$ cat src/rtl/crossbar_2x2_sched_if.sv
// Handshake and crossbar-drive bundle between the two source ports, the scheduler and the crossbar.
interface crossbar_2x2_sched_if #(
    parameter int CW = 8
);
    logic          a_valid;
    logic [3:0]    a_data;
    logic          a_dest;
    logic          a_ready;
    logic          b_valid;
    logic [3:0]    b_data;
    logic          b_dest;
    logic          b_ready;
    logic [3:0]    xb_in1;
    logic [3:0]    xb_in2;
    logic          xb_control;
    logic          vld_out1;
    logic          vld_out2;
    logic [CW-1:0] conflict_cnt;

    modport slave (
        input  a_valid, a_data, a_dest, b_valid, b_data, b_dest,
        output a_ready, b_ready, xb_in1, xb_in2, xb_control,
               vld_out1, vld_out2, conflict_cnt
    );

    modport master (
        output a_valid, a_data, a_dest, b_valid, b_data, b_dest,
        input  a_ready, b_ready, xb_in1, xb_in2, xb_control,
               vld_out1, vld_out2, conflict_cnt
    );
endinterface

$ cat src/rtl/crossbar_2x2_sched.sv
// Two-port input scheduler feeding a 2x2 crossbar: per-port 2-entry FIFOs,
// registered dispatch, round-robin on output conflicts, saturating conflict counter.
module crossbar_2x2_sched #(
    parameter int DEPTH = 2,
    parameter int CW    = 8
) (
    input  logic                 clk,
    input  logic                 rst_n,
    crossbar_2x2_sched_if.slave  bus
);
    logic [4:0]    a_mem_q [2];
    logic [4:0]    b_mem_q [2];
    logic          a_rd_q, a_wr_q, b_rd_q, b_wr_q;
    logic [1:0]    a_cnt_q, a_cnt_d, b_cnt_q, b_cnt_d;
    logic          rr_q, rr_d;
    logic [CW-1:0] cnt_q, cnt_d;
    logic [3:0]    in1_q, in1_d, in2_q, in2_d;
    logic          ctrl_q, ctrl_d;
    logic          vld1_q, vld1_d, vld2_q, vld2_d;

    logic          a_ready, b_ready, push_a, push_b, pop_a, pop_b;
    logic          ha_v, hb_v, conflict;
    logic [4:0]    ha, hb;

    // Ready looks only at the registered count, so a full FIFO refuses a push even while popping.
    assign a_ready = (a_cnt_q < 2'(DEPTH));
    assign b_ready = (b_cnt_q < 2'(DEPTH));
    assign push_a  = bus.a_valid & a_ready;
    assign push_b  = bus.b_valid & b_ready;

    assign ha_v = (a_cnt_q != 2'd0);
    assign hb_v = (b_cnt_q != 2'd0);
    assign ha   = a_mem_q[a_rd_q];
    assign hb   = b_mem_q[b_rd_q];

    always_comb begin
        pop_a    = 1'b0;
        pop_b    = 1'b0;
        conflict = 1'b0;
        if (ha_v && hb_v) begin
            if (ha[4] != hb[4]) begin
                pop_a = 1'b1;
                pop_b = 1'b1;
            end else begin
                conflict = 1'b1;
                pop_a    = ~rr_q;
                pop_b    = rr_q;
            end
        end else begin
            pop_a = ha_v;
            pop_b = hb_v;
        end
    end

    always_comb begin
        in1_d  = pop_a ? ha[3:0] : 4'd0;
        in2_d  = pop_b ? hb[3:0] : 4'd0;
        ctrl_d = 1'b1;
        if (pop_a)
            ctrl_d = ~ha[4];
        else if (pop_b)
            ctrl_d = hb[4];
        vld1_d = (pop_a && !ha[4]) || (pop_b && !hb[4]);
        vld2_d = (pop_a && ha[4]) || (pop_b && hb[4]);

        a_cnt_d = a_cnt_q + {1'b0, push_a} - {1'b0, pop_a};
        b_cnt_d = b_cnt_q + {1'b0, push_b} - {1'b0, pop_b};

        rr_d  = conflict ? ~rr_q : rr_q;
        cnt_d = cnt_q;
        if (conflict && (cnt_q != {CW{1'b1}}))
            cnt_d = cnt_q + 1'b1;
    end

    always_ff @(posedge clk or negedge rst_n) begin
        if (!rst_n) begin
            a_mem_q[0] <= 5'd0;
            a_mem_q[1] <= 5'd0;
            b_mem_q[0] <= 5'd0;
            b_mem_q[1] <= 5'd0;
            a_rd_q     <= 1'b0;
            a_wr_q     <= 1'b0;
            b_rd_q     <= 1'b0;
            b_wr_q     <= 1'b0;
            a_cnt_q    <= 2'd0;
            b_cnt_q    <= 2'd0;
            rr_q       <= 1'b0;
            cnt_q      <= '0;
            in1_q      <= 4'd0;
            in2_q      <= 4'd0;
            ctrl_q     <= 1'b1;
            vld1_q     <= 1'b0;
            vld2_q     <= 1'b0;
        end else begin
            if (push_a) begin
                a_mem_q[a_wr_q] <= {bus.a_dest, bus.a_data};
                a_wr_q          <= ~a_wr_q;
            end
            if (push_b) begin
                b_mem_q[b_wr_q] <= {bus.b_dest, bus.b_data};
                b_wr_q          <= ~b_wr_q;
            end
            if (pop_a)
                a_rd_q <= ~a_rd_q;
            if (pop_b)
                b_rd_q <= ~b_rd_q;
            a_cnt_q <= a_cnt_d;
            b_cnt_q <= b_cnt_d;
            rr_q    <= rr_d;
            cnt_q   <= cnt_d;
            in1_q   <= in1_d;
            in2_q   <= in2_d;
            ctrl_q  <= ctrl_d;
            vld1_q  <= vld1_d;
            vld2_q  <= vld2_d;
        end
    end

    assign bus.a_ready      = a_ready;
    assign bus.b_ready      = b_ready;
    assign bus.xb_in1       = in1_q;
    assign bus.xb_in2       = in2_q;
    assign bus.xb_control   = ctrl_q;
    assign bus.vld_out1     = vld1_q;
    assign bus.vld_out2     = vld2_q;
    assign bus.conflict_cnt = cnt_q;
endmodule
$ cat src/flat_wrapper.sv
// flat-port wrapper written by rule: the top's interface ports become plain ports
module crossbar_2x2_sched_flat 
#(
    parameter int DEPTH = 2,
    parameter int CW    = 8
)
  (clk, rst_n, bus_a_valid, bus_a_data, bus_a_dest, bus_b_valid, bus_b_data, bus_b_dest, bus_a_ready, bus_b_ready, bus_xb_in1, bus_xb_in2, bus_xb_control, bus_vld_out1, bus_vld_out2, bus_conflict_cnt);
  crossbar_2x2_sched_if #(.CW(CW)) bus_i ();
  input  logic clk;
  input  logic rst_n;
  input wire logic [$bits(bus_i.a_valid)-1:0] bus_a_valid;
  input wire logic [$bits(bus_i.a_data)-1:0] bus_a_data;
  input wire logic [$bits(bus_i.a_dest)-1:0] bus_a_dest;
  input wire logic [$bits(bus_i.b_valid)-1:0] bus_b_valid;
  input wire logic [$bits(bus_i.b_data)-1:0] bus_b_data;
  input wire logic [$bits(bus_i.b_dest)-1:0] bus_b_dest;
  output wire logic [$bits(bus_i.a_ready)-1:0] bus_a_ready;
  output wire logic [$bits(bus_i.b_ready)-1:0] bus_b_ready;
  output wire logic [$bits(bus_i.xb_in1)-1:0] bus_xb_in1;
  output wire logic [$bits(bus_i.xb_in2)-1:0] bus_xb_in2;
  output wire logic [$bits(bus_i.xb_control)-1:0] bus_xb_control;
  output wire logic [$bits(bus_i.vld_out1)-1:0] bus_vld_out1;
  output wire logic [$bits(bus_i.vld_out2)-1:0] bus_vld_out2;
  output wire logic [$bits(bus_i.conflict_cnt)-1:0] bus_conflict_cnt;
  assign bus_i.a_valid = bus_a_valid;
  assign bus_i.a_data = bus_a_data;
  assign bus_i.a_dest = bus_a_dest;
  assign bus_i.b_valid = bus_b_valid;
  assign bus_i.b_data = bus_b_data;
  assign bus_i.b_dest = bus_b_dest;
  assign bus_a_ready = bus_i.a_ready;
  assign bus_b_ready = bus_i.b_ready;
  assign bus_xb_in1 = bus_i.xb_in1;
  assign bus_xb_in2 = bus_i.xb_in2;
  assign bus_xb_control = bus_i.xb_control;
  assign bus_vld_out1 = bus_i.vld_out1;
  assign bus_vld_out2 = bus_i.vld_out2;
  assign bus_conflict_cnt = bus_i.conflict_cnt;
  crossbar_2x2_sched #(.DEPTH(DEPTH), .CW(CW)) u_core (.clk(clk), .rst_n(rst_n), .bus(bus_i));
endmodule
$ cat config.mk
export PLATFORM = sky130hd
export DESIGN_NAME = crossbar_2x2_sched_flat
export DESIGN_NICKNAME = d
export VERILOG_FILES = /design/src/rtl/crossbar_2x2_sched_if.sv /design/src/rtl/crossbar_2x2_sched.sv /design/src/flat_wrapper.sv
export SDC_FILE = /design/constraint.sdc
export NUM_CORES = 1
export LEC_CHECK = 0
export CAP_MARGIN = 20
export CORE_MARGIN = 2
export CORE_UTILIZATION = 35
export DETAILED_ROUTE_END_ITERATION = 6
export DONT_BUFFER_PORTS = 1
export RECOVER_POWER = 25
export REMOVE_ABC_BUFFERS = 1
export SLEW_MARGIN = 20
export SYNTH_ARGS = -nofsm -noshare
export SYNTH_HDL_FRONTEND = slang
export SYNTH_SLANG_ARGS = --single-unit
$ cat constraint.sdc
create_clock -name clk -period 4.5 [get_ports clk]
set_input_delay 0.675 -clock clk [delete_from_list [all_inputs] [get_ports clk]]
set_output_delay 0.675 -clock clk [all_outputs]
set_load 0.03 [all_outputs]
## Word level (Yosys, flattened, before mapping)

Cells that the tools add are included.

| word-level totals | value |
|---|---|
| word-level logic and storage cells | 80 |
| input port bits | 14 |
| bits in registers | 48 |

| operators by class | value |
|---|---|
| muxes and demuxes | 22 |
| order comparisons | 8 |
| equal/unequal tests | 2 |
| reduce and logical (&&, ||, !) cells | 14 |
| add/sub/neg operators | 5 |
| bitwise logic cells | 12 |

Operator list:

| kind | number |
|---|---|
| two-way mux 5 bit | 8 |
| bitwise mux 10 bit | 2 |
| demux 5 bit (select 1 bit) | 2 |
| adder 8 x 1 -> 8 bit, second input constant | 1 |
| >= comparator 2 bit, second input constant | 4 |
| logical AND 1 bit | 8 |
| two-way mux 1 bit | 8 |
| two-way mux 4 bit | 2 |
| != test 8 bit, second input constant | 1 |
| NOT 1 -> 2 bit | 4 |
| NOT 1 bit | 6 |
| adder 2 x 1 -> 2 bit | 2 |
| less-than comparator 2 x 1 -> 1 bit, second input constant | 2 |
| less-than comparator 2 bit, second input constant | 2 |
| nonzero test 2 bit | 2 |
| subtractor 2 x 1 -> 2 bit | 2 |
| bitwise AND 1 bit | 2 |
| logical NOT 1 bit | 2 |
| logical OR 1 bit | 2 |
| != test 1 bit | 1 |

## Depth between registers and ports, before layout

Gate-level depths: netlist of run 1.

| logic depth | value |
|---|---|
| depth after elaboration | 9 |
| gate-level depth with buffers | 9 |

## Worst setup path after synthesis of run 1

Ideal clock, no wire load.

| timing | value |
|---|---|
| path type | register -> register |
| from | register u_core.a_rd_q |
| to | register u_core.b_cnt_q[1] |
| required time | 4.413 ns |
| library setup time | 0.087 ns |
| data arrival time | 2.248 ns |
| stages on the path, launching flop included | 9 |
| setup slack | 2.165 ns |
| path through | dfrtp_1 > buf_4 > mux2i_4 > xor2_4 > nor3_2 > mux2_1 > ha_1 > or4_1 > o211ai_1 |

| on the way | value |
|---|---|
| word-level cells in the longest chain between the ends | 8 |

Ends and longest elaborated chain:

| item | line | text |
|---|---|---|
| from (decl) | crossbar_2x2_sched.sv:13 | `logic a_rd_q, a_wr_q, b_rd_q, b_wr_q;` |
| from (signal assigned) | crossbar_2x2_sched.sv:104 | `a_rd_q <= ~a_rd_q;` |
| NOT 1 -> 2 bit (not written as such) | crossbar_2x2_sched.sv:33 | `assign ha = a_mem_q[a_rd_q];` |
| two-way mux 5 bit (not written as such) (3 in series) | crossbar_2x2_sched.sv:33 |  |
| != test 1 bit | crossbar_2x2_sched.sv:41 | `if (ha[4] != hb[4]) begin` |
| two-way mux 1 bit | crossbar_2x2_sched.sv:41 |  |
| two-way mux 1 bit | crossbar_2x2_sched.sv:40 | `if (ha_v && hb_v) begin` |
| subtractor 2 x 1 -> 2 bit | crossbar_2x2_sched.sv:67 | `b_cnt_d = b_cnt_q + {1'b0, push_b} - {1'b0, pop_b};` |
| named net u_core.b_cnt_d[1] | crossbar_2x2_sched.sv:14 | `logic [1:0] a_cnt_q, a_cnt_d, b_cnt_q, b_cnt_d;` |
| to (signal assigned) | crossbar_2x2_sched.sv:108 | `b_cnt_q <= b_cnt_d;` |
| to (decl) | crossbar_2x2_sched.sv:14 |  |

The timed path passes the listed nets, and every way through them passes these cells. The select of a mux whose other input is x is not followed.
A chain may end at the register's enable or synchronous reset.

## Worst setup path after layout of run 1

| timing | value |
|---|---|
| from | register u_core.b_rd_q |
| to | register u_core.b_cnt_q[1] |

| on the way | value |
|---|---|
| word-level cells in the longest chain between the ends | 8 |

Ends and longest elaborated chain:

| item | line | text |
|---|---|---|
| from (decl) | crossbar_2x2_sched.sv:13 |  |
| from (signal assigned) | crossbar_2x2_sched.sv:106 | `b_rd_q <= ~b_rd_q;` |
| NOT 1 -> 2 bit (not written as such) | crossbar_2x2_sched.sv:34 | `assign hb = b_mem_q[b_rd_q];` |
| two-way mux 5 bit (not written as such) (3 in series) | crossbar_2x2_sched.sv:34 |  |
| != test 1 bit | crossbar_2x2_sched.sv:41 |  |
| two-way mux 1 bit | crossbar_2x2_sched.sv:41 |  |
| two-way mux 1 bit | crossbar_2x2_sched.sv:40 |  |
| subtractor 2 x 1 -> 2 bit | crossbar_2x2_sched.sv:67 |  |
| named net u_core.b_cnt_d[1] | crossbar_2x2_sched.sv:14 |  |

The timed path passes the listed nets, and every way through them passes these cells. The select of a mux whose other input is x is not followed.

==> metrics.txt, run 1 <==
# TYPE chip_impl_metric gauge
chip_impl_metric{name="grt_usage",unit=""} 0.1219
chip_impl_metric{name="worst_slack",unit="ps"} 1671
chip_impl_metric{name="clkSinkCount",unit=""} 48
chip_impl_metric{name="met2WireLength",unit="mm"} 1.774
chip_impl_metric{name="post_synth_inst_count",unit=""} 163
chip_impl_metric{name="r2r_cells",unit=""} 7
chip_impl_metric{name="clock_insertion_delay_worst_skew",unit="ps"} 300
chip_impl_metric{name="io_pins",unit=""} 35
chip_impl_metric{name="max-slew-margin-rel",unit=""} 0.5643
chip_impl_info{name="crit_chain",value="mux2i_4, xor2_4, nor3_2, mux2_1, ha_1, or4_1, o211ai_1"} 1
chip_impl_metric{name="global_route.overflow_total",unit=""} 0
chip_impl_metric{name="avgRoutedWirePerCell",unit="um"} 15.07
chip_impl_metric{name="die_w",unit="um"} 82.60
chip_impl_metric{name="critical_path.max_stage_delay",unit="ps"} 580
chip_impl_metric{name="grt_first_pass_wirelength",unit="mm"} 6.154
chip_impl_metric{name="maximum_number_of_pins_on_one_net_before_global_route_repair",unit=""} 49
chip_impl_info{name="crit_start",value="u_core.b_rd_q"} 1
chip_impl_metric{name="yosys_warnings",unit=""} 0
chip_impl_metric{name="number_of_antenna_violations_at_the_first_check_in_global_routing",unit=""} 0
chip_impl_info{name="cts_root_buf",value="clkbuf_8"} 1
chip_impl_metric{name="power_leakage",unit="nW"} 1.009
chip_impl_metric{name="yosysUniqueCellTypes",unit=""} 37
chip_impl_metric{name="power",unit="mW"} 1.862
chip_impl_metric{name="htreeDepth",unit=""} 2
chip_impl_metric{name="period_needed",unit="ps"} 2829
chip_impl_metric{name="coreArea",unit="um^2"} 5956
chip_impl_metric{name="netlist_area",unit="um^2"} 2162
chip_impl_info{name="rsz0062_at_grt",value="no"} 1
chip_impl_metric{name="wirelength",unit="mm"} 3.662
chip_impl_metric{name="worstMarginPinSlew",unit="ps"} 651.1
chip_impl_info{name="final_common_cell",value="dfrtp_1"} 1
chip_impl_metric{name="syn_to_final_growth",unit="%"} 7.002
chip_impl_metric{name="finalHoldViolCount",unit=""} 0
chip_impl_metric{name="timing.critical_path.fanout_max",unit=""} 17
chip_impl_metric{name="maxSlewViolCount",unit=""} 0
chip_impl_metric{name="first_global_vias",unit=""} 1322
chip_impl_info{name="cts_tree",value="done"} 1
chip_impl_info{name="commonest_cells_after_routing_fill_and_taps_aside",value="dfrtp_1, mux2_2, nor2_1"} 1
chip_impl_metric{name="critical_path_required",unit="ps"} 4720
chip_impl_metric{name="post_drt_via_cell_ratio",unit=""} 5.058
chip_impl_info{name="cp-end-kind",value="flip-flop"} 1
chip_impl_metric{name="routed-wl-met3",unit="um"} 347
chip_impl_metric{name="layoutNonFillerInstCount",unit=""} 243
chip_impl_metric{name="cts.repair_timing.setup_buffer_count",unit=""} 0
chip_impl_metric{name="cts.reportedPaths.clkPinSlew",unit="ps"} 90
chip_impl_metric{name="fin_skew",unit="ps"} 4.907
chip_impl_metric{name="synth-seq-cells",unit=""} 48
chip_impl_metric{name="m1_wire_length",unit="mm"} 1.486
chip_impl_info{name="path_class",value="flip-flop to flip-flop"} 1
chip_impl_metric{name="finish.net_count",unit=""} 184
chip_impl_metric{name="maxClockFrequency",unit="MHz"} 353.5
chip_impl_metric{name="tritoncts.num_buffers",unit=""} 5
chip_impl_metric{name="firstDrtPassIters",unit=""} 2
chip_impl_metric{name="vdd_ir_drop_max",unit="V"} 0.0002916
chip_impl_metric{name="cap_violations",unit=""} 0
chip_impl_info{name="status",value="finished clean"} 1
chip_impl_info{name="critical_path.reg2reg.endpoint",value="u_core.b_cnt_q[1]"} 1
chip_impl_metric{name="aggregate_negative_setup_slack",unit="ps"} 0
chip_impl_info{name="slowest_stage_cell_on_the_critical_path",value="dfrtp_1"} 1
chip_impl_metric{name="power_density",unit="nW/um^2"} 804.8
chip_impl_metric{name="synth_sequential_area_ratio",unit=""} 0.5561
chip_impl_metric{name="place_inst",unit=""} 235
chip_impl_metric{name="post-route-drc-count",unit=""} 0
chip_impl_metric{name="vias",unit=""} 1229
chip_impl_metric{name="cts_max_path_buffers",unit=""} 2
chip_impl_metric{name="die_h",unit="um"} 82.60
chip_impl_metric{name="detailed_place_hpwl",unit="mm"} 2.696
chip_impl_metric{name="drt_first_iter_violations",unit=""} 35
chip_impl_metric{name="place_worst_setup_slack",unit="ps"} 1689
chip_impl_metric{name="timing.reg2reg.setup_slack",unit="ps"} 1670
chip_impl_info{name="topRoutingLayerUsed",value="met4"} 1
chip_impl_info{name="worst_hold_path_type",value="primary input to asynchronous set/reset pin"} 1
chip_impl_metric{name="floorplan.rows",unit=""} 28
chip_impl_metric{name="post_synth.cell_area_avg",unit="um^2"} 13.26
chip_impl_info{name="crit_path_end",value="u_core.b_cnt_q[1]"} 1
chip_impl_metric{name="hold_buffers",unit=""} 0
chip_impl_metric{name="floorplan.initialDensity",unit=""} 0.3630
chip_impl_metric{name="drive_gt1_frac",unit=""} 0.2440
chip_impl_metric{name="post_cts_resize_count",unit=""} 0
chip_impl_metric{name="setup-violations-final",unit=""} 0
chip_impl_metric{name="gp_routability_congestion",unit=""} 0.7968
chip_impl_metric{name="worst-endpoint-arrival",unit="ps"} 3050
chip_impl_info{name="beginning_of_the_worst_register_to_register_path",value="u_core.b_rd_q"} 1
chip_impl_metric{name="fp.dieArea",unit="um^2"} 6822
chip_impl_metric{name="portBuffers",unit=""} 0
chip_impl_metric{name="fraction_of_the_cycle_the_final_worst_path_needs",unit=""} 0.6286
chip_impl_info{name="worstSetupStartpointType",value="flip-flop"} 1
chip_impl_metric{name="num_antenna_cells",unit=""} 0
chip_impl_metric{name="final_antenna_net_count",unit=""} 0
## cell type report
class	count	area [um^2]
clock buffers	5	68.82
inverters	6	22.52
fillers	582	3642
well taps	75	93.84
clock inverters	3	18.77
flip-flops and latches	48	1202
multi-input cells	106	907.1
## worst min-delay path by stage
| stage | cells after the start | to |
|---|---|---|
| 2_1_floorplan | 0 | u_core.a_cnt_q[0] |
| 3_3_place_gp | 0 | u_core.bus.xb_in1[2] |
| 3_5_place_dp | 0 | u_core.bus.xb_in1[2] |
| 4_1_cts | 0 | u_core.b_mem_q[0] |
| 5_1_grt | 0 | u_core.bus.xb_in2[2] |
| 6_report | 0 | u_core.bus.xb_in1[0] |
## per-stage QoR
step | hold WS (ps) | utilization | instance area (um^2)
floorplan | 379.4 | - | 2132
global placement | 380.5 | 0.3737 | 2226
detailed placement | 380.6 | 0.3737 | 2226
CTS | 48.98 | 0.3884 | 2313
global route | 35.63 | 0.3884 | 2313
finish | 58.67 | 0.3884 | 2313
## worst max-delay path: cells and delay by family (launching register included)
kind                       cells  cell delay [ps]
AOI/OAI and AO/OA              1               90
xor gates and xnor gates       1              520
muxes                          2              740
and+or+nand+nor                2              600
adders and majority gates      1              210
DFF                            1              580
## Yosys cell counts (all sizes together)
cell / instances / share of area
and3: 1 / 0.0029
inv: 6 / 0.010
nand2: 7 / 0.012
o21ai: 4 / 0.0093
mux2i: 10 / 0.058
xnor2: 2 / 0.0081
mux2: 22 / 0.12
a21oi: 1 / 0.0023
nor3: 7 / 0.025
buf: 3 / 0.014
o2111ai: 1 / 0.0041
o21bai: 1 / 0.0035
o22a: 1 / 0.0041
nor2b: 4 / 0.012
ha: 3 / 0.017
nor4: 1 / 0.0029
nand2b: 1 / 0.0029
dfrtp: 47 / 0.54
nor2: 15 / 0.027
nand4: 1 / 0.0029
o311ai: 1 / 0.0041
or4: 2 / 0.0069
o211ai: 3 / 0.010
o32ai: 1 / 0.013
dfstp: 1 / 0.012
o22ai: 3 / 0.014
xor2: 11 / 0.053
nand3: 3 / 0.0069
## logic make-up (layout without fill, tap and decap cells)
family / count (synthesis) / in the layout / share of synthesized area
adders and majority gates: 3 / 3 / 0.01736
buffers and inverters: 9 / 14 / 0.02431
DFF: 48 / 48 / 0.5561
and+or+nand+nor: 42 / 42 / 0.1019
AOI/OAI and AO/OA: 16 / 16 / 0.06481
xor gates and xnor gates: 13 / 13 / 0.06134
muxes: 32 / 32 / 0.1742
## per-layer routing
metal / up-vias / track usage
met4: 0 / 0.04426
met5: - / 0
met3: 6 / 0.06087
li1: 579 / -
met2: 25 / 0.1984
met1: 619 / 0.1379
## power by group
part           total [mW]  internal [mW]  leakage (nW)  switching [mW]
clock               0.249          0.108        0.0479           0.140
combinational       0.692          0.326         0.375           0.366
sequential          0.921          0.629         0.587           0.292
## registers in the layout, indices dropped and copies added, names as in the netlist
name	cells
u_core.a_mem_q	10
u_core.bus.vld_out1	1
u_core.bus.xb_in1	4
u_core.a_wr_q	1
u_core.a_rd_q	1
u_core.b_wr_q	1
u_core.b_mem_q	10
u_core.bus.xb_control	1
u_core.bus.conflict_cnt	8
u_core.bus.vld_out2	1
u_core.b_rd_q	1
u_core.b_cnt_q	2
u_core.bus.xb_in2	4
u_core.a_cnt_q	2
u_core.rr_q	1
Power figures use the tool's default switching activity.
==> run 2: changes to the inputs <==
- clock period: 4.5 -> 2.9 ns (I/O delays scaled with it)
==> run 2 against run 1 <==
- critical path depth stayed put
- clock skew rose by 1.7 ps
- routed wire length increased by 3.3%
- largest cell class unchanged
- critical endpoint unchanged
- combinational power is 63% higher
- via count increased by 3.3%
- highest routed layer unchanged
- largest power group unchanged
- die area is the same
- first-iteration DRC count up 110%
- clock-buffer cell count is 1 higher
- register-to-register slack worse by 1400 ps
- sequential share of layout area decreased by 0.86 points
==> metrics.txt, run 2 (synthesis gave the netlist of run 1 again) <==
# TYPE chip_impl_metric gauge
chip_impl_info{name="slowest_stage_cell_on_the_critical_path",value="dfrtp_1"} 1
chip_impl_metric{name="timing.critical_path.fanout_max",unit=""} 7
chip_impl_metric{name="fin_skew",unit="ps"} 6.567
chip_impl_metric{name="first_global_vias",unit=""} 1317
chip_impl_info{name="cts_tree",value="done"} 1
chip_impl_metric{name="power_leakage",unit="nW"} 1.031
chip_impl_metric{name="cap_violations",unit=""} 0
chip_impl_metric{name="num_antenna_cells",unit=""} 0
chip_impl_info{name="beginning_of_the_worst_register_to_register_path",value="u_core.a_rd_q"} 1
chip_impl_info{name="status",value="finished clean"} 1
chip_impl_info{name="final_common_cell",value="dfrtp_1"} 1
chip_impl_metric{name="maxSlewViolCount",unit=""} 0
chip_impl_metric{name="maxClockFrequency",unit="MHz"} 379.6
chip_impl_metric{name="drive_gt1_frac",unit=""} 0.2558
chip_impl_metric{name="firstDrtPassIters",unit=""} 5
chip_impl_info{name="critPathTopFamily",value="multiplexers"} 1
chip_impl_info{name="commonest_cells_after_routing_fill_and_taps_aside",value="dfrtp_1, mux2_2, nor2_1"} 1
chip_impl_metric{name="vias",unit=""} 1270
chip_impl_metric{name="worst-endpoint-arrival",unit="ps"} 2850
chip_impl_metric{name="r2r_cells",unit=""} 7
chip_impl_info{name="cp-end-kind",value="flip-flop"} 1
chip_impl_metric{name="timing.hold.worst_path_depth",unit=""} 1
chip_impl_metric{name="fillCellCount",unit=""} 589
chip_impl_metric{name="critical_path_buffers_and_inverters",unit=""} 0
chip_impl_info{name="min-delay-start",value="bus_a_data[3]"} 1
chip_impl_metric{name="drt_first_iter_violations",unit=""} 72
chip_impl_metric{name="ff_latch_area",unit="um^2"} 1202
chip_impl_metric{name="grt_first_pass_wirelength",unit="mm"} 6.334
chip_impl_metric{name="setup-violations-final",unit=""} 0
chip_impl_metric{name="floorplan.initialDensity",unit=""} 0.3630
chip_impl_metric{name="post_drt_via_cell_ratio",unit=""} 5.142
chip_impl_metric{name="critical_path_required",unit="ps"} 3110
chip_impl_metric{name="portBuffers",unit=""} 0
chip_impl_info{name="path_class",value="flip-flop to flip-flop"} 1
chip_impl_metric{name="aggregate_negative_setup_slack",unit="ps"} 0
chip_impl_metric{name="post-route-drc-count",unit=""} 0
chip_impl_metric{name="wirelength",unit="mm"} 3.784
chip_impl_metric{name="coreArea",unit="um^2"} 5956
chip_impl_metric{name="worstMarginPinSlew",unit="ps"} 1159
chip_impl_metric{name="final_antenna_net_count",unit=""} 0
chip_impl_info{name="rsz0062_at_grt",value="no"} 1
chip_impl_metric{name="p_seq_frac",unit=""} 0.481
chip_impl_metric{name="multi_input_area",unit="um^2"} 907.1
chip_impl_metric{name="detailed_place_hpwl",unit="mm"} 2.772
chip_impl_metric{name="timing.reg2reg.setup_slack",unit="ps"} 270
chip_impl_metric{name="fp.dieArea",unit="um^2"} 6822
chip_impl_metric{name="avgRoutedWirePerCell",unit="um"} 15.32
chip_impl_metric{name="period_needed",unit="ps"} 2635
chip_impl_metric{name="maximum_number_of_pins_on_one_net_before_global_route_repair",unit=""} 49
chip_impl_metric{name="power_density",unit="nW/um^2"} 1263
chip_impl_metric{name="global_route.overflow_total",unit=""} 0
chip_impl_metric{name="htreeDepth",unit=""} 2
chip_impl_metric{name="number_of_antenna_violations_at_the_first_check_in_global_routing",unit=""} 0
chip_impl_metric{name="fraction_of_the_cycle_the_final_worst_path_needs",unit=""} 0.9085
chip_impl_metric{name="max-slew-margin-rel",unit=""} 0.2273
chip_impl_info{name="critical_path.reg2reg.endpoint",value="u_core.b_cnt_q[1]"} 1
chip_impl_metric{name="floorplan.rows",unit=""} 28
chip_impl_metric{name="grt_usage",unit=""} 0.1241
chip_impl_metric{name="finish.net_count",unit=""} 188
chip_impl_metric{name="finish.instance_area",unit="um^2"} 2352
chip_impl_metric{name="cts.reportedPaths.clkPinSlew",unit="ps"} 90
chip_impl_metric{name="critical_path.max_stage_delay",unit="ps"} 600
chip_impl_metric{name="share_clk_of_total_power",unit=""} 0.140
chip_impl_metric{name="dpl-instance-area",unit="um^2"} 2241
chip_impl_metric{name="internal_power",unit="mW"} 1.714
chip_impl_metric{name="gp_routability_congestion",unit=""} 0.7983
chip_impl_metric{name="tritoncts.num_buffers",unit=""} 5
chip_impl_metric{name="power.switching_fraction",unit=""} 0.4231
chip_impl_metric{name="die_w",unit="um"} 82.60
chip_impl_metric{name="fin_util",unit=""} 0.3950
chip_impl_metric{name="clkSinkCount",unit=""} 48
chip_impl_metric{name="cts_max_path_buffers",unit=""} 2
chip_impl_info{name="worst_hold_path_type",value="primary input to flip-flop"} 1
chip_impl_metric{name="syn_to_final_growth",unit="%"} 8.796
chip_impl_metric{name="finalHoldViolCount",unit=""} 0
chip_impl_metric{name="clock_insertion_delay_worst_skew",unit="ps"} 300
chip_impl_info{name="crit_chain",value="mux2i_4, xor2_4, nor3_2, mux2_1, ha_1, or4_1, o211ai_1"} 1
chip_impl_metric{name="p_switching",unit="mW"} 1.257
chip_impl_metric{name="post_cts_resize_count",unit=""} 0
chip_impl_info{name="holdPathEnd",value="u_core.a_mem_q[8]"} 1
chip_impl_info{name="worstSetupStartpointType",value="flip-flop"} 1
chip_impl_metric{name="die_h",unit="um"} 82.60
chip_impl_metric{name="pwr-share-comb",unit=""} 0.379
chip_impl_info{name="cts_root_buf",value="clkbuf_8"} 1
chip_impl_metric{name="io_pins",unit=""} 35
chip_impl_metric{name="vdd_ir_drop_max",unit="V"} 0.0003917
==> run 2: changes by cell type in the layout (fill, tap and decap cells not counted), sizes merged <==
cell / change
buf: +2
clkbuf: +2
clkinv: -2
dlygate4sd3: +1
inv: +1
==> run 2: metal layers <==
metal,up-vias,track usage,wire length (um)
met3,5,0.05652,307
li1,583,-,-
met4,0,0.03443,41
met1,651,0.1434,1517
met2,31,0.2081,1917
met5,-,0,0
==> run 2: cell type report <==
type,instances,area share
tap,75,0.03989
inverter,6,0.009574
timing repair buffer,4,0.01277
multi-input combinational,106,0.3856
clock buffer,6,0.03511
sequential,48,0.5112
clock inverter,2,0.005851
==> run 2: worst max-delay path by stage <==
| stage | startpoint | cells past startpoint | endpoint |
|---|---|---|---|
| final | u_core.a_rd_q | 7 | u_core.b_cnt_q[1] |
| after global placement | u_core.b_rd_q | 7 | u_core.b_cnt_q[1] |
| after detailed placement | u_core.a_rd_q | 7 | u_core.b_cnt_q[1] |
| after CTS | u_core.a_rd_q | 7 | u_core.b_cnt_q[1] |
| after floorplan | u_core.b_rd_q | 7 | u_core.b_cnt_q[1] |
| after global routing | u_core.a_rd_q | 7 | u_core.b_cnt_q[1] |
==> run 2: metrics by stage <==
step	instances	hold slack [ps]	power [mW]	setup slack, ps
global route	247	258.8	3.197	160.1
CTS	247	273.5	3.014	256.8
finish	247	280.1	2.971	265.4
global placement	237	140.5	2.516	403.0
detailed placement	237	140.6	2.576	290.5
floorplan	160	139.4	2.292	319.6
==> run 2: power groups by stage <==
stage	sequential, mW	clock, mW	combinational, mW
global route	1.48	0.469	1.25
global placement	1.43	0	1.08
floorplan	1.38	0	0.912
CTS	1.44	0.429	1.15
finish	1.43	0.416	1.13
detailed placement	1.45	0	1.12
==> run 2: timing repair <==
| action | 4_1_cts | 5_1_grt |
|---|---|---|
| endpoints found under the hold margin | 48 | 0 |
| buffers inserted | 0 | 0 |
| hold buffers | 2 | 0 |
==> run 3: changes to the inputs <==
- REMOVE_ABC_BUFFERS: 1 -> not set
==> run 3 against run 2 <==
- clock power rose by 17%
- largest power group unchanged
- register-to-register slack improved by 20 ps
- critical endpoint unchanged
- critical path type unchanged
- power increased by 2.7%
==> metrics.txt, run 3 (synthesis gave the netlist of run 1 again) <==
# TYPE chip_impl_metric gauge
chip_impl_metric{name="share_clk_of_total_power",unit=""} 0.159
chip_impl_metric{name="maxClockFrequency",unit="MHz"} 382.4
chip_impl_metric{name="vias",unit=""} 1261
chip_impl_metric{name="r2r_cells",unit=""} 7
chip_impl_info{name="worstSetupStartpointType",value="flip-flop"} 1
chip_impl_metric{name="timing.reg2reg.setup_slack",unit="ps"} 280
chip_impl_info{name="critical_path.reg2reg.endpoint",value="u_core.b_cnt_q[1]"} 1
chip_impl_info{name="commonest_cells_after_routing_fill_and_taps_aside",value="dfrtp_1, mux2_2, nor2_1"} 1
chip_impl_metric{name="coreArea",unit="um^2"} 5956
chip_impl_metric{name="timing.critical_path.fanout_max",unit=""} 7
chip_impl_metric{name="grt_usage",unit=""} 0.1265
chip_impl_metric{name="floorplan.rows",unit=""} 28
chip_impl_info{name="worst_hold_path_type",value="primary input to flip-flop"} 1
chip_impl_metric{name="post_drt_via_cell_ratio",unit=""} 5.105
chip_impl_metric{name="power_leakage",unit="nW"} 1.034
chip_impl_metric{name="pwr-share-comb",unit=""} 0.372
chip_impl_metric{name="finish.net_count",unit=""} 188
chip_impl_metric{name="layoutNonFillerInstCount",unit=""} 247
chip_impl_metric{name="number_of_antenna_violations_at_the_first_check_in_global_routing",unit=""} 0
chip_impl_metric{name="clock_insertion_delay_worst_skew",unit="ps"} 300
chip_impl_metric{name="p_switching",unit="mW"} 1.271
chip_impl_metric{name="vdd_ir_drop_max",unit="V"} 0.0004320
chip_impl_metric{name="period_needed",unit="ps"} 2615
chip_impl_info{name="cp-end-kind",value="flip-flop"} 1
chip_impl_info{name="crit_start",value="u_core.b_rd_q"} 1
chip_impl_metric{name="fin_skew",unit="ps"} 7.156
chip_impl_metric{name="maximum_number_of_pins_on_one_net_before_global_route_repair",unit=""} 49
chip_impl_metric{name="portBuffers",unit=""} 0
chip_impl_metric{name="p_seq_frac",unit=""} 0.469
chip_impl_metric{name="htreeDepth",unit=""} 2
chip_impl_metric{name="internal_power",unit="mW"} 1.779
chip_impl_metric{name="cts.repair_timing.setup_buffer_count",unit=""} 0
chip_impl_metric{name="cts.reportedPaths.clkPinSlew",unit="ps"} 90
chip_impl_metric{name="aggregate_negative_setup_slack",unit="ps"} 0
chip_impl_metric{name="avgRoutedWirePerCell",unit="um"} 15.64
chip_impl_metric{name="die_h",unit="um"} 82.60
chip_impl_metric{name="critical_path_required",unit="ps"} 3110
chip_impl_metric{name="worstMarginPinSlew",unit="ps"} 1175
chip_impl_metric{name="post-route-drc-count",unit=""} 0
chip_impl_metric{name="first_global_vias",unit=""} 1368
chip_impl_info{name="beginning_of_the_worst_register_to_register_path",value="u_core.b_rd_q"} 1
chip_impl_metric{name="fp.dieArea",unit="um^2"} 6822
chip_impl_metric{name="ff_latch_area",unit="um^2"} 1202
chip_impl_metric{name="hold_buffers",unit=""} 2
chip_impl_metric{name="fraction_of_the_cycle_the_final_worst_path_needs",unit=""} 0.9017
chip_impl_metric{name="multi_input_area",unit="um^2"} 907.1
chip_impl_info{name="status",value="finished clean"} 1
chip_impl_metric{name="final_antenna_net_count",unit=""} 0
chip_impl_metric{name="post_cts_resize_count",unit=""} 0
chip_impl_metric{name="global_route.overflow_total",unit=""} 0
chip_impl_metric{name="max-slew-margin-rel",unit=""} 0.2166
chip_impl_metric{name="gp_routability_congestion",unit=""} 0.8019
chip_impl_metric{name="worst-endpoint-arrival",unit="ps"} 2830
chip_impl_metric{name="floorplan.initialDensity",unit=""} 0.3630
chip_impl_metric{name="num_antenna_cells",unit=""} 0
chip_impl_metric{name="syn_to_final_growth",unit="%"} 9.664
chip_impl_info{name="cts_tree",value="done"} 1
chip_impl_info{name="crit_path_end",value="u_core.b_cnt_q[1]"} 1
chip_impl_metric{name="firstDrtPassIters",unit=""} 4
chip_impl_metric{name="drive_gt1_frac",unit=""} 0.2558
chip_impl_metric{name="power.switching_fraction",unit=""} 0.4168
chip_impl_metric{name="detailed_place_hpwl",unit="mm"} 2.792
chip_impl_metric{name="maxSlewViolCount",unit=""} 0
chip_impl_metric{name="die_w",unit="um"} 82.60
chip_impl_metric{name="clkSinkCount",unit=""} 48
chip_impl_metric{name="finalHoldViolCount",unit=""} 0
chip_impl_metric{name="grt_first_pass_wirelength",unit="mm"} 6.451
chip_impl_metric{name="synth_nets",unit=""} 180
chip_impl_info{name="cts_root_buf",value="clkbuf_8"} 1
chip_impl_metric{name="cap_violations",unit=""} 0
chip_impl_info{name="rsz0062_at_grt",value="no"} 1
chip_impl_metric{name="power_density",unit="nW/um^2"} 1287
chip_impl_metric{name="fillCellCount",unit=""} 576
chip_impl_metric{name="cts_max_path_buffers",unit=""} 2
chip_impl_metric{name="place_inst",unit=""} 237
chip_impl_info{name="path_class",value="flip-flop to flip-flop"} 1
chip_impl_metric{name="io_pins",unit=""} 35
chip_impl_metric{name="wirelength",unit="mm"} 3.864
chip_impl_metric{name="drt_first_iter_violations",unit=""} 63
chip_impl_metric{name="setup-violations-final",unit=""} 0
chip_impl_info{name="final_common_cell",value="dfrtp_1"} 1
chip_impl_metric{name="tritoncts.num_buffers",unit=""} 5
## run 3: cell types whose count changed in the layout (fill, tap and decap cells not counted)
cell | previous run | this run
bufinv_16 | 0 | 1
clkbuf_8 | 6 | 5
clkinv_2 | 1 | 0
clkinvlp_4 | 0 | 1
## run 3: area by class of cell
class | count | share of cell area
sequential | 48 | 0.5071
multi-input combinational | 106 | 0.3826
tap | 75 | 0.03958
clock buffer | 5 | 0.02902
clock inverter | 3 | 0.01953
timing repair buffer | 4 | 0.01266
inverter | 6 | 0.009499
## run 3: per-layer routing
layer | vias up | global-route usage | routed length, um
met5 | - | 0 | 0
met4 | 0 | 0.03934 | 48
met3 | 6 | 0.05652 | 319
met2 | 34 | 0.2153 | 1932
met1 | 638 | 0.1421 | 1564
li1 | 583 | - | -
## run 3: worst min-delay path by stage
| stage | from | slack, ps | cells after the start | end |
|---|---|---|---|---|
| global placement | rst_n | 140 | 0 | u_core.a_mem_q[0] |
| floorplan | rst_n | 140 | 0 | u_core.a_cnt_q[0] |
| finish | bus_b_dest | 280 | 1 | u_core.b_mem_q[4] |
| CTS | bus_b_dest | 270 | 1 | u_core.b_mem_q[4] |
| global route | bus_b_data[3] | 250 | 1 | u_core.b_mem_q[3] |
| detailed placement | rst_n | 140 | 0 | u_core.bus.xb_in1[0] |
## run 3: power groups by stage
stage / Combinational [mW] / Clock [mW] / Sequential (mW)
floorplan: 1.02 / 0 / 1.34
global placement: 1.08 / 0 / 1.44
detailed placement: 1.13 / 0 / 1.45
CTS: 1.16 / 0.502 / 1.44
global route: 1.25 / 0.538 / 1.48
finish: 1.13 / 0.486 / 1.43
## run 3: critical path, cell delays in order, from the launching register on
cell,delay (ps)
dfrtp_1,570
mux2i_4,410
xor2_4,310
nor3_2,90
mux2_1,320
ha_1,210
or4_1,520
o211ai_1,100
## run 3: per-stage QoR
stage                     total power [mW]  cell area [um^2]  hold slack (ps)  setup slack (ps)  utilization
after global placement               2.518              2241            140.5             400.9       0.3763
after global routing                 3.274              2371            248.9             177.5       0.3981
final                                3.050              2371            278.0             284.9       0.3981
after CTS                            3.093              2394            267.1             263.2       0.4019
after detailed placement             2.583              2241            140.6             292.6       0.3763
after floorplan                      2.365              2162            139.4             565.0            -
